## src/rtl/bf_program_loader_if.sv

```systemverilog
// Character-source handshake and program-memory write port of the Brainfuck program loader.
interface bf_program_loader_if #(
  parameter int ADDR_W = 8
);
  logic [7:0]        char_in;
  logic              char_valid;
  logic              char_ready;
  logic              eop;
  logic              wr_en;
  logic [ADDR_W-1:0] wr_addr;
  logic [3:0]        wr_data;

  modport master (
    input  char_in, char_valid, eop,
    output char_ready, wr_en, wr_addr, wr_data
  );

  modport slave (
    output char_in, char_valid, eop,
    input  char_ready, wr_en, wr_addr, wr_data
  );
endinterface

```

## src/rtl/bf_program_loader.sv

```systemverilog
// Loads Brainfuck source into program memory as 4-bit opcodes, checks brackets/capacity, appends stop.
// Optional macro BF_LOADER_STRICT_EN: unknown non-whitespace characters abort the load with code 4.
module bf_program_loader #(
  parameter int ADDR_W = 8,
  parameter int DEPTH  = 256
) (
  input  logic              clk,
  input  logic              reset,
  input  logic              start,
  bf_program_loader_if.master bus,
  output logic              busy,
  output logic              done,
  output logic              error,
  output logic [2:0]        err_code,
  output logic [ADDR_W-1:0] prog_len
);

  typedef enum logic [2:0] {S_IDLE, S_LOAD, S_TERM, S_DONE, S_ERR} state_t;

  localparam logic [ADDR_W-1:0] LAST_SLOT = ADDR_W'(DEPTH - 1);
  localparam logic [ADDR_W-1:0] PTR_ONE   = ADDR_W'(1);
  localparam logic [ADDR_W:0]   DEPTH_ONE = (ADDR_W + 1)'(1);
  localparam logic [3:0]        OP_OPEN   = 4'h4;
  localparam logic [3:0]        OP_CLOSE  = 4'h5;
  localparam logic [3:0]        OP_STOP   = 4'hF;

  state_t            state, state_nxt;
  logic [ADDR_W-1:0] ptr;
  logic [ADDR_W:0]   depth;
  logic              is_cmd;
  logic [3:0]        opcode;
  logic              bad_char;
  logic              hs;
  logic [2:0]        err_nxt;

  always_comb begin
    is_cmd = 1'b1;
    opcode = 4'h0;
    case (bus.char_in)
      8'h3C:   opcode = 4'h0;  // <
      8'h3E:   opcode = 4'h1;  // >
      8'h2B:   opcode = 4'h2;  // +
      8'h2D:   opcode = 4'h3;  // -
      8'h5B:   opcode = 4'h4;  // [
      8'h5D:   opcode = 4'h5;  // ]
      8'h2E:   opcode = 4'h6;  // .
      8'h2C:   opcode = 4'h7;  // ,
      default: is_cmd = 1'b0;
    endcase
  end

`ifdef BF_LOADER_STRICT_EN
  always_comb begin
    bad_char = !is_cmd && !(bus.char_in inside {8'h20, 8'h09, 8'h0A, 8'h0D});
  end
`else
  always_comb begin
    bad_char = 1'b0;
  end
`endif

  // eop takes priority: a character presented alongside it is never consumed
  assign hs = (state == S_LOAD) && bus.char_valid && !bus.eop;

  always_ff @(posedge clk or posedge reset) begin
    if (reset) state <= S_IDLE;
    else       state <= state_nxt;
  end

  always_comb begin
    state_nxt = state;
    err_nxt   = '0;
    case (state)
      S_IDLE, S_DONE, S_ERR: begin
        if (start) state_nxt = S_LOAD;
      end
      S_LOAD: begin
        if (bus.eop) begin
          if (depth != '0) begin
            state_nxt = S_ERR;
            err_nxt   = 3'd2;
          end else begin
            state_nxt = S_TERM;
          end
        end else if (hs) begin
          if (is_cmd) begin
            if (ptr == LAST_SLOT) begin
              state_nxt = S_ERR;
              err_nxt   = 3'd3;
            end else if (opcode == OP_CLOSE && depth == '0) begin
              state_nxt = S_ERR;
              err_nxt   = 3'd1;
            end
          end else if (bad_char) begin
            state_nxt = S_ERR;
            err_nxt   = 3'd4;
          end
        end
      end
      S_TERM:  state_nxt = S_DONE;
      default: state_nxt = S_IDLE;
    endcase
  end

  always_comb begin
    bus.char_ready = (state == S_LOAD) && !bus.eop;
    busy           = (state == S_LOAD) || (state == S_TERM);
    done           = (state == S_DONE);
    error          = (state == S_ERR);
  end

  // The stop word is registered on the eop edge so its strobe lands in the TERM cycle itself.
  always_ff @(posedge clk or posedge reset) begin
    if (reset) begin
      ptr         <= '0;
      depth       <= '0;
      bus.wr_en   <= 1'b0;
      bus.wr_addr <= '0;
      bus.wr_data <= '0;
      err_code    <= '0;
      prog_len    <= '0;
    end else begin
      bus.wr_en <= 1'b0;
      case (state)
        S_IDLE, S_DONE, S_ERR: begin
          if (start) begin
            ptr      <= '0;
            depth    <= '0;
            err_code <= '0;
            prog_len <= '0;
          end
        end
        S_LOAD: begin
          if (state_nxt == S_ERR) begin
            err_code <= err_nxt;
          end else if (state_nxt == S_TERM) begin
            bus.wr_en   <= 1'b1;
            bus.wr_addr <= ptr;
            bus.wr_data <= OP_STOP;
            prog_len    <= ptr;
          end else if (hs && is_cmd) begin
            bus.wr_en   <= 1'b1;
            bus.wr_addr <= ptr;
            bus.wr_data <= opcode;
            ptr         <= ptr + PTR_ONE;
            if (opcode == OP_OPEN)       depth <= depth + DEPTH_ONE;
            else if (opcode == OP_CLOSE) depth <= depth - DEPTH_ONE;
          end
        end
        default: ;
      endcase
    end
  end

endmodule
```

## src/flat_wrapper.sv

```systemverilog
// flat-port wrapper written by rule: the top's interface ports become plain ports
module bf_program_loader_flat 
#(
  parameter int ADDR_W = 8,
  parameter int DEPTH  = 256
)
  (clk, reset, start, busy, done, error, err_code, prog_len, bus_char_in, bus_char_valid, bus_eop, bus_char_ready, bus_wr_en, bus_wr_addr, bus_wr_data);
  bf_program_loader_if #(.ADDR_W(ADDR_W)) bus_i ();
  input  logic clk;
  input  logic reset;
  input  logic start;
  output logic busy;
  output logic done;
  output logic error;
  output logic [2:0] err_code;
  output logic [ADDR_W-1:0] prog_len;
  input wire logic [$bits(bus_i.char_in)-1:0] bus_char_in;
  input wire logic [$bits(bus_i.char_valid)-1:0] bus_char_valid;
  input wire logic [$bits(bus_i.eop)-1:0] bus_eop;
  output wire logic [$bits(bus_i.char_ready)-1:0] bus_char_ready;
  output wire logic [$bits(bus_i.wr_en)-1:0] bus_wr_en;
  output wire logic [$bits(bus_i.wr_addr)-1:0] bus_wr_addr;
  output wire logic [$bits(bus_i.wr_data)-1:0] bus_wr_data;
  assign bus_i.char_in = bus_char_in;
  assign bus_i.char_valid = bus_char_valid;
  assign bus_i.eop = bus_eop;
  assign bus_char_ready = bus_i.char_ready;
  assign bus_wr_en = bus_i.wr_en;
  assign bus_wr_addr = bus_i.wr_addr;
  assign bus_wr_data = bus_i.wr_data;
  bf_program_loader #(.ADDR_W(ADDR_W), .DEPTH(DEPTH)) u_core (.clk(clk), .reset(reset), .start(start), .bus(bus_i), .busy(busy), .done(done), .error(error), .err_code(err_code), .prog_len(prog_len));
endmodule
```

## config.mk

```make
export PLATFORM = sky130hd
export DESIGN_NAME = bf_program_loader_flat
export DESIGN_NICKNAME = d
export VERILOG_FILES = /design/src/rtl/bf_program_loader_if.sv /design/src/rtl/bf_program_loader.sv /design/src/flat_wrapper.sv
export SDC_FILE = /design/constraint.sdc
export NUM_CORES = 1
export LEC_CHECK = 0
export ABC_AREA = 1
export BUFFER_PORTS_ARGS = -buffer_cell sky130_fd_sc_hd__buf_4
export CAP_MARGIN = 20
export CELL_PAD_IN_SITES_DETAIL_PLACEMENT = 1
export CELL_PAD_IN_SITES_GLOBAL_PLACEMENT = 1
export CORE_ASPECT_RATIO = 0.7
export CORE_MARGIN = 10
export CORE_UTILIZATION = 43
export CTS_CLUSTER_SIZE = 24
export DETAILED_ROUTE_END_ITERATION = 12
export GPL_ROUTABILITY_DRIVEN = 0
export HOLD_SLACK_MARGIN = 0.02
export PLACE_DENSITY = 0.76
export SYNTH_ARGS = -nofsm -noshare
export SYNTH_HDL_FRONTEND = slang
export SYNTH_SLANG_ARGS = --single-unit
```

## constraint.sdc

```tcl
create_clock -name clk -period 1.9 [get_ports clk]
set_input_delay 0.38 -clock clk [delete_from_list [all_inputs] [get_ports clk]]
set_output_delay 0.38 -clock clk [all_outputs]
set_load 0.01 [all_outputs]
```

# Word-level counts from Yosys, hierarchy flattened

Cells that the tools add are included.

Bits in registers: 44
Input port bits: 13
Output and inout bits: 28

Add/sub/neg operators: 3
Eq/ne operators: 24
Muxes and demuxes: 42
Bitwise logic cells: 1
Reduce and logical (&&, ||, !) cells: 19

Operators with widths:

| cell                | number |
|---|---|
| $mux 8              | 8 |
| $mux 9              | 6 |
| $eq 8x6->1 const B  | 6 |
| $mux 3              | 13 |
| $pmux 8 s2          | 2 |
| $pmux 3 s7          | 1 |
| $pmux 9 s2          | 1 |
| $eq 8x7->1 const B  | 2 |
| $eq 3x3->1 const B  | 4 |
| $ne 2x2->1 const B  | 6 |
| $add 9x1->9 const B | 1 |
| $eq 3x2->1 const B  | 3 |
| $logic_not 9->1     | 1 |
| $pmux 3 s3          | 1 |
| $reduce_bool 9->1   | 1 |
| $sub 9x1->9 const B | 1 |
| $add 8x1->8 const B | 1 |
| $eq 8x8->1 const B  | 1 |
| $mux 4              | 2 |
| $reduce_or 8->1     | 1 |
| $mux 1              | 6 |
| $pmux 3 s2          | 1 |
| $reduce_and 3->1    | 2 |
| $reduce_and 6->1    | 1 |
| 12 further kinds    | 17 |

# Longest topological paths before layout

Gate-level depths: netlist of run 1.

Word-level depth: 14
Gate-level depth with buffers: 16

# Worst setup path after synthesis of run 1

OpenSTA, ideal clock, no wires.

Path type: input port to flip-flop
Start: input port bus_char_in[5]
End: register u_core.depth[6]
Arrival: 1.966 ns
Setup slack: -0.184 ns
Cell stages on the path: 12
Buffers on the path: 0
Path through: inv_1 nand2_2 nor2_4 nand2_4 ha_1 a21oi_1 o21ai_0 a21oi_1 o21bai_1 or2_2 nand4_1 nand2_1

Longest elaborated chain between the ends: 13
Elaborated cells on any way between the ends: 33
Classes of those cells: 16 x eq/ne; 13 x mux; 4 x reduce/logical

RTL lines:

| item                                     | RTL line                                           | text |
|---|---|---|
| start, declared                          | flat_wrapper.sv:17                                 | `input wire logic [$bits(bus_i.char_in)-1:0] bus_char_in;` |
| $eq 8x6->1 or $eq 8x7->1 (tied branches) | bf_program_loader.sv:39                            | `case (bus.char_in)` |
| $pmux 3 s7                               | bf_program_loader.sv:39                            |  |
| $eq 3x3->1                               | bf_program_loader.sv:90, bf_program_loader.sv:147  |  |
| $logic_and 1x1->1                        | bf_program_loader.sv:90                            | `end else if (opcode == OP_CLOSE && depth == '0) begin` |
| $mux 3                                   | bf_program_loader.sv:90                            |  |
| $mux 3                                   | bf_program_loader.sv:87                            | `if (ptr == LAST_SLOT) begin` |
| $mux 3                                   | bf_program_loader.sv:86                            | `if (is_cmd) begin` |
| $mux 3                                   | bf_program_loader.sv:85                            | `end else if (hs) begin` |
| $mux 3                                   | bf_program_loader.sv:78                            | `if (bus.eop) begin` |
| $pmux 3 s3                               | bf_program_loader.sv:73                            | `case (state)` |
| $eq 3x3->1 or $eq 3x2->1 (tied branches) | bf_program_loader.sv:134, bf_program_loader.sv:136 |  |
| $ne 2x2->1 (no line)                     | -                                                  |  |
| $reduce_and 6->1 (no line)               | -                                                  |  |
| end signal, assigned                     | bf_program_loader.sv:146                           | `if (opcode == OP_OPEN) depth <= depth + DEPTH_ONE;` |
| end signal, assigned                     | bf_program_loader.sv:147                           | `else if (opcode == OP_CLOSE) depth <= depth - DEPTH_ONE;` |
| end, declared                            | bf_program_loader.sv:29                            | `logic [ADDR_W:0] depth;` |

Parallel ways exist; a longest one is shown, timed or not. The select of a mux whose other input is x is not followed.
A chain may end at the register's enable or synchronous reset.

# Worst setup path in the final report of run 1

Start: input port bus_char_in[7]
End: register u_core.depth[6]

The elaborated chain is that of the path after synthesis.

==> summary.md, run 1 <==
| Metric | Value |
|---|---|
| Critical path endpoint category | register |
| CTS tree | yes |
| Layout area overhead | 43.8% |
| Final setup fails | 3 |
| Unrepaired setup endpoints after global routing | true |
| Cts-stage hold buffer count | 0 |
| Antenna viol nets, final | 0 |
| Register area | 0.00108 sq mm |
| First-pass GRT wire length | between 10 and 15 mm |
| Num CTS Buffers | 5 |
| Req. time, crit path | about 2.1 ns |
| Outcome | finished with violations |
| Ys async rst share | between 90% and 100% |
| Final Cycle Share | 101% |
| Leak | between 2 and 2.5 nW |
| Gr usage total | between 10% and 20% |
| Initial antenna violation count | 0 |
| CP Max Fanout | 5 |
| Hold Vio Cnt, Final | 0 |
| Area of the multi-input gates | 0.00187 sq mm |
| Final Max Tran Viols | 0 |
| Data arrival, critical path | 2.12 ns |
| Starting density of the core | a little under half |
| Main combinational cell family by area after synthesis | simple AND/OR/NAND/NOR gates |
| Worst-Margin Slew | approximately 0.56 ns |
| Ant. Diodes | 0 |
| Worst min path class | in2async |
| Max Fclk | around 520 MHz |
| Port buffer count | 39 |
| Synth Flop Type | dfrtp_1 |
| Cell variety after synth | 40 |
| Vias in the first global route | around 2700 |
| Rel. slew slack | a little over three fifths |
| Clock Tree Buf Depth | 2 |
| Clock Sinks | 43 |
| DR iter-0 viols | about 160 |
| Synth Area in Simple Gates | between 30% and 40% |
| Commonest cells in the synthesized netlist | nand2_1 (80), dfrtp_1 (43), nand3_1 (34) |
| Design area | ~0.004 sq mm |
| Compound-gate portion of the synthesized area | under 10% |
| Root Buffer | clkbuf_8 |
| Failing checks | negative setup slack |
| VDD IR max | between 0.7 and 0.8 mV |
| DR vias/cell | 5.17 |
| Avg WL per Cell | roughly 18 um |
| Fill count | 769 |
| Minimum clock period after layout | a little under 2 ns |
| Synth Register Bits | 43 |
| Worst reg-to-reg setup slack | -0.01 ns |
| Post-synthesis mux area share | 0% |
| Full die area | around 0.010 sq mm |
| Nets@finish | between 400 and 500 |
| Post-synth top area cell | dfrtp_1 |
| Total power | roughly 0.0048 W |
| Post-synth EDFFs | 0 |
| Vias post-DR | between 2000 and 3000 |
| Clk_lat worst skew | roughly 0.30 ns |
| Fin Clk Skew | approximately 0.0067 ns |
| DP Area | 0.00359 sq mm |
| Die Y | between 80 and 90 um |
| Row Count | 24 |
| Critical Path Start Type | input port |
| Pwr dens | 1170 mW/mm^2 |
| Core area | ~0.0063 sq mm |
| Average size of a mapped cell | about 8.3 sq um |
| Number of synthesis warnings | 0 |
| Setup TNS | -0.0432 ns |
| Total wire length | around 9.8 mm |
| Sequential area share after synthesis | 37.7% |
| Synth top area cells | dfrtp_1 (38%), nand2_1 (11%), nand3_1 (6.0%) |
| Largest net degree at the start of global routing | 44 |
| Pre-Repair DR Iteration Count | 4 |
| Most frequent cell after synthesis | nand2_1 |
| Clk pin slew, worst setup/hold paths | 0.08 ns |
| Proportion of layout cells with a drive suffix above 1 | about half |
| DR DRC count | 0 |
| Kind of critical path | in2reg |
| Ports | 41 |
| Syn Inst Count | 343 |
| Post-Syn Area | between 0.002 and 0.003 sq mm |
| Die X | approximately 120 um |
| Fin worst setup slack | -0.0271 ns |
| Grt total ovfl | 0 |
| Adder-cell share of the synthesized area | 4.21% |
| Post-Synth XOR/XNOR Area | about 2.1% |
| DP HPWL | just over 6 mm |
| Htree depth | 2 |
| Mapped Nets | between 300 and 400 |
| Share of the synthesized area in the top cell type | between 30 and 40% |
| Max_cap viols | 0 |
## flip-flops by register name, indices dropped and copies added (netlist names)
name	flops
u_core.prog_len	8
u_core.bus.wr_addr	8
u_core.ptr	8
u_core.bus.wr_en	1
u_core.depth	9
u_core.state	3
u_core.bus.wr_data	4
u_core.err_code	2
## report_power, final
part | internal, W | switching [W]
Sequential | 0.00106 | 0.000143
Clock | 0.000386 | 0.000325
Combinational | 0.00122 | 0.00168
## cell families (layout without fill, tap and decap cells)
family / Yosys count / count (layout)
xor gates and xnor gates: 7 / 7
and+or+nand+nor: 199 / 201
buffers and inverters: 48 / 146
DFF: 43 / 43
AOI/OAI and AO/OA: 36 / 36
other: 1 / 1
adders and majority gates: 9 / 9
## cell usage in the layout, fill, tap and decap left out, types with 5 or more instances in the layout
cell type / netlist / routed
nor2_2: 6 / 6
ha_4: 0 / 6
inv_1: 33 / 29
clkbuf_8: 0 / 5
inv_2: 4 / 7
nor2_1: 23 / 18
nand2_4: 15 / 18
nor2_4: 6 / 11
o21ai_2: 8 / 9
nand4_1: 6 / 6
buf_4: 1 / 95
nand2_1: 80 / 67
nand3_2: 2 / 6
o21ai_0: 10 / 8
dfrtp_1: 43 / 39
a21oi_1: 10 / 5
nand2_2: 11 / 21
nand3_1: 34 / 30
## worst max-delay path: stages
cell and delay, ns:
buf_4 0.11, inv_2 0.05, nand2_2 0.06, nor2_4 0.20
nand2_8 0.11, ha_4 0.29, a21oi_4 0.16, o21ai_4 0.10
a21oi_2 0.15, o21bai_1 0.11, or2_4 0.24, nand4_1 0.08
nand2_1 0.06
## area by class of cell
| type | count | area share (%) |
|---|---|---|
| multi-input cells | 254 | 45.6 |
| flip-flops and latches | 43 | 26.3 |
| repair buffers | 100 | 19.0 |
| inverters | 39 | 3.84 |
| well taps | 91 | 2.77 |
| clock buffers | 6 | 1.77 |
| clock inverters | 1 | 0.732 |
## worst paths after layout
check | endpoint | cells past startpoint | start
setup / recovery | u_core.depth[6] | 13 | bus_char_in[7]
hold / removal | u_core.bus.wr_en | 3 | reset
setup reg to reg | u_core.ptr[1] | 12 | u_core.depth[0]
hold reg to reg | u_core.err_code[1] | 2 | u_core.err_code[1]
max in group asynchronous | u_core.depth[5] | 3 | reset
min in group clk | u_core.state[1] | 4 | start
## per-layer routing
layer	part of all wire, %	GRT usage, %	vias to the layer above
met5	0	0	-
met4	1.3	3.06	0
met3	4.0	3.28	14
met2	50	27.0	68
met1	44	21.0	1371
li1	-	-	1310
## stage by stage
stage / std cells / util, % / setup slack (ns) / hold slack [ns]
after detailed placement: 512 / 56.7 / -0.396 / 0.469
final: 534 / 64.8 / -0.0271 / 0.214
after floorplan: 343 / - / -0.0412 / 0.464
after global routing: 534 / 64.8 / -0.115 / 0.283
after global placement: 512 / 56.7 / -0.271 / 0.458
after CTS: 520 / 59.3 / 0.00256 / 0.246
## timing repair
item	CTS	global route
endpoints found under the setup margin	28	33
pin swaps	1	31
gates resized for setup	11	59
gates cloned	1	1
setup buffers	0	13
Note: power is estimated with default switching activity, not from simulation.
==> run 2: changes to the inputs <==
--- a/config.mk
+++ b/config.mk
@@ -11,6 +11,6 @@
 export CELL_PAD_IN_SITES_DETAIL_PLACEMENT = 1
-export CELL_PAD_IN_SITES_GLOBAL_PLACEMENT = 1
+export CELL_PAD_IN_SITES_GLOBAL_PLACEMENT = 2
 export CORE_ASPECT_RATIO = 0.7
 export CORE_MARGIN = 10
-export CORE_UTILIZATION = 43
+export CORE_UTILIZATION = 34
 export CTS_CLUSTER_SIZE = 24
@@ -19,3 +19,3 @@
 export HOLD_SLACK_MARGIN = 0.02
-export PLACE_DENSITY = 0.76
+export PLACE_DENSITY = 0.75
 export SYNTH_ARGS = -nofsm -noshare
==> constraint.sdc (replaced) <==
create_clock -name clk -period 1.9 [get_ports clk]
set_input_delay 0.475 -clock clk [delete_from_list [all_inputs] [get_ports clk]]
set_output_delay 0.475 -clock clk [all_outputs]
set_load 0.01 [all_outputs]
==> summary.md, run 2 (synthesis results as in run 1) <==
| Metric | Value |
|---|---|
| Proportion of layout cells with a drive suffix above 1 | 53.3% |
| DP HPWL | 6.43 mm |
| Failing checks | negative setup slack |
| DR DRC count | 0 |
| Initial antenna violation count | 0 |
| CP max stage cell | dfrtp_1 |
| Hold Vio Cnt, Final | 0 |
| Layout area overhead | 57.4% |
| Ports | slightly above 40 |
| Critical R2R Launch | u_core.depth[8] |
| Root Buffer | clkbuf_16 |
| Fin Clk Skew | roughly 0.0046 ns |
| Die X | ~130 um |
| DR vias/cell | 4.89 |
| Total wire length | roughly 10 mm |
| Non-filler cells, final | ~560 |
| Outcome | finished with violations |
| Unrepaired setup endpoints after global routing | true |
| Area of the multi-input gates | roughly 0.0020 sq mm |
| Clock Sinks | between 40 and 50 |
| Leak | ~2.2 nW |
| R2R cell count | 14 |
| Kind of critical path | reg2reg |
| Gr usage total | 14.5% |
| Critical Path Start Type | register |
| Avg WL per Cell | 17.8 um |
| Placed insts | around 520 |
| CP Max Fanout | 7 |
| Max reg flops | 9 |
| Vias post-DR | between 2000 and 3000 |
| Htree depth | 2 |
| Grt total ovfl | 0 |
| Most common library cell in the layout ignoring fill and taps | buf_4 |
| Final setup fails | 31 |
| Port buffer count | 39 |
| Minimum clock period after layout | ~2.0 ns |
| Num CTS Buffers | 5 |
| Full die area | about 0.013 sq mm |
| Post-Place Worst Slack | -0.446 ns |
| Starting density of the core | approximately 36% |
| CTS tree | yes |
| Final Cycle Share | 108% |
| Critical path endpoint category | register |
| Worst reg-to-reg setup slack | -0.15 ns |
| Design area | roughly 0.0045 sq mm |
| Commonest non-fill, non-tap cells in the layout | buf_4 (94), nand2_1 (64), dfrtp_1 (41), inv_1 (29), nand3_1 (23) |
| Core area | 0.00801 sq mm |
| Clk_lat worst skew | about 0.30 ns |
| Largest delay share family, worst path | simple AND/OR/NAND/NOR gates |
| Total power | roughly 0.0056 W |
| Req. time, crit path | between 2 and 2.5 ns |
| Fin worst setup slack | -0.146 ns |
| Register area | 0.00108 sq mm |
| Largest net degree at the start of global routing | 44 |
| DR iter-0 viols | 156 |
| Reg with most FFs | u_core.depth |
| Max_cap viols | 0 |
| Ant. Diodes | 0 |
| Die Y | 96.7 um |
| Row Count | 27 |
| DP Area | around 0.0036 sq mm |
| Antenna viol nets, final | 0 |
| Slowest stage delay, CP | about 0.40 ns |
| VDD IR max | approximately 0.54 mV |
| Data arrival, critical path | 2.23 ns |
| Max Fclk | 489 MHz |
| Sum of buffers and inverters on the critical path | 3 |
| Nets@finish | 475 |
| Final Max Tran Viols | 0 |
| Pwr dens | about 1300 mW/mm^2 |
| Fill count | around 900 |
| Worst min path class | in2async |
| Clk pin slew, worst setup/hold paths | ~0.07 ns |
| Pre-Repair DR Iteration Count | 4 |
| Clock Tree Buf Depth | 2 |
| Worst reg2reg path endpoint | u_core.ptr[0] |
| Vias in the first global route | approximately 2800 |
| Setup TNS | -2.25 ns |
| First-pass GRT wire length | approximately 15 mm |
| Crit-path cells | nor2_1, nand3_2, nor2_4, buf_6, nand2_4, nor2_4, nand3_2, nand2_2, inv_4, nand2_8, nor2_8, buf_6, nand4_1, nand2_1 |
## run 2: changes by cell type in the layout (fill, tap and decap cells not counted), sizes merged
cell	delta
buf	+7
bufinv	+1
clkbuf	-1
inv	+1
nand2	+2
nand4	+1
## run 2: layout make-up
type / instances / area share [%]
clock buffers: 5 / 2.79
flip-flops and latches: 43 / 24.0
multi-input cells: 257 / 45.3
clock inverters: 3 / 1.50
repair buffers: 107 / 19.5
inverters: 39 / 4.12
well taps: 101 / 2.81
## run 2: worst max-delay path by stage
stage                         start               to  slack (ns)  cells after the start
CTS                  bus_char_in[7]  u_core.depth[5]      -0.008                     13
global placement     bus_char_in[2]  u_core.depth[8]       -0.41                     12
global route        u_core.depth[8]  u_core.depth[6]       -0.21                     14
floorplan            bus_char_in[7]  u_core.depth[6]       -0.11                     12
finish              u_core.depth[8]    u_core.ptr[0]       -0.15                     14
detailed placement   bus_char_in[2]  u_core.depth[6]       -0.45                     13
## run 2: repair_timing
action	CTS	global route
gates cloned	2	3
endpoints found under the setup margin	30	35
hold buffers	0	0
pin swaps	20	43
setup buffers	10	10
resized for setup	39	60
## run 2: where the power goes
group	internal [W]	switching [W]	leakage, nW
clock	0.000754	0.000402	0.0900
combinational	0.00142	0.00186	1.56
sequential	0.00106	0.000139	0.584
total	0.00323	0.00240	2.23
## run 2: stage by stage
stage	hold slack, ns	utilization (%)
2_1_floorplan	0.464	-
3_3_place_gp	0.457	45.5
3_5_place_dp	0.472	45.5
4_1_cts	0.254	51.2
5_1_grt	0.251	56.1
6_report	0.243	56.1
## run 2: routing by layer
| metal | vias up | wire (um) | track usage, % |
|---|---|---|---|
| li1 | 1338 | - | - |
| met1 | 1328 | 4750 | 20.6 |
| met2 | 41 | 4580 | 21.4 |
| met3 | 8 | 464 | 3.48 |
| met4 | 0 | 78 | 3.51 |
| met5 | - | 0 | 0 |
## run 2: worst reg2reg max path: stages, from the launching register on
cell     delay (ns)
dfrtp_1        0.40
nor2_1         0.20
nand3_2        0.17
nor2_4         0.18
buf_6          0.12
nand2_4        0.05
nor2_4         0.10
nand3_2        0.09
nand2_2        0.10
inv_4          0.07
nand2_8        0.11
nor2_8         0.07
buf_6          0.15
nand4_1        0.08
nand2_1        0.07
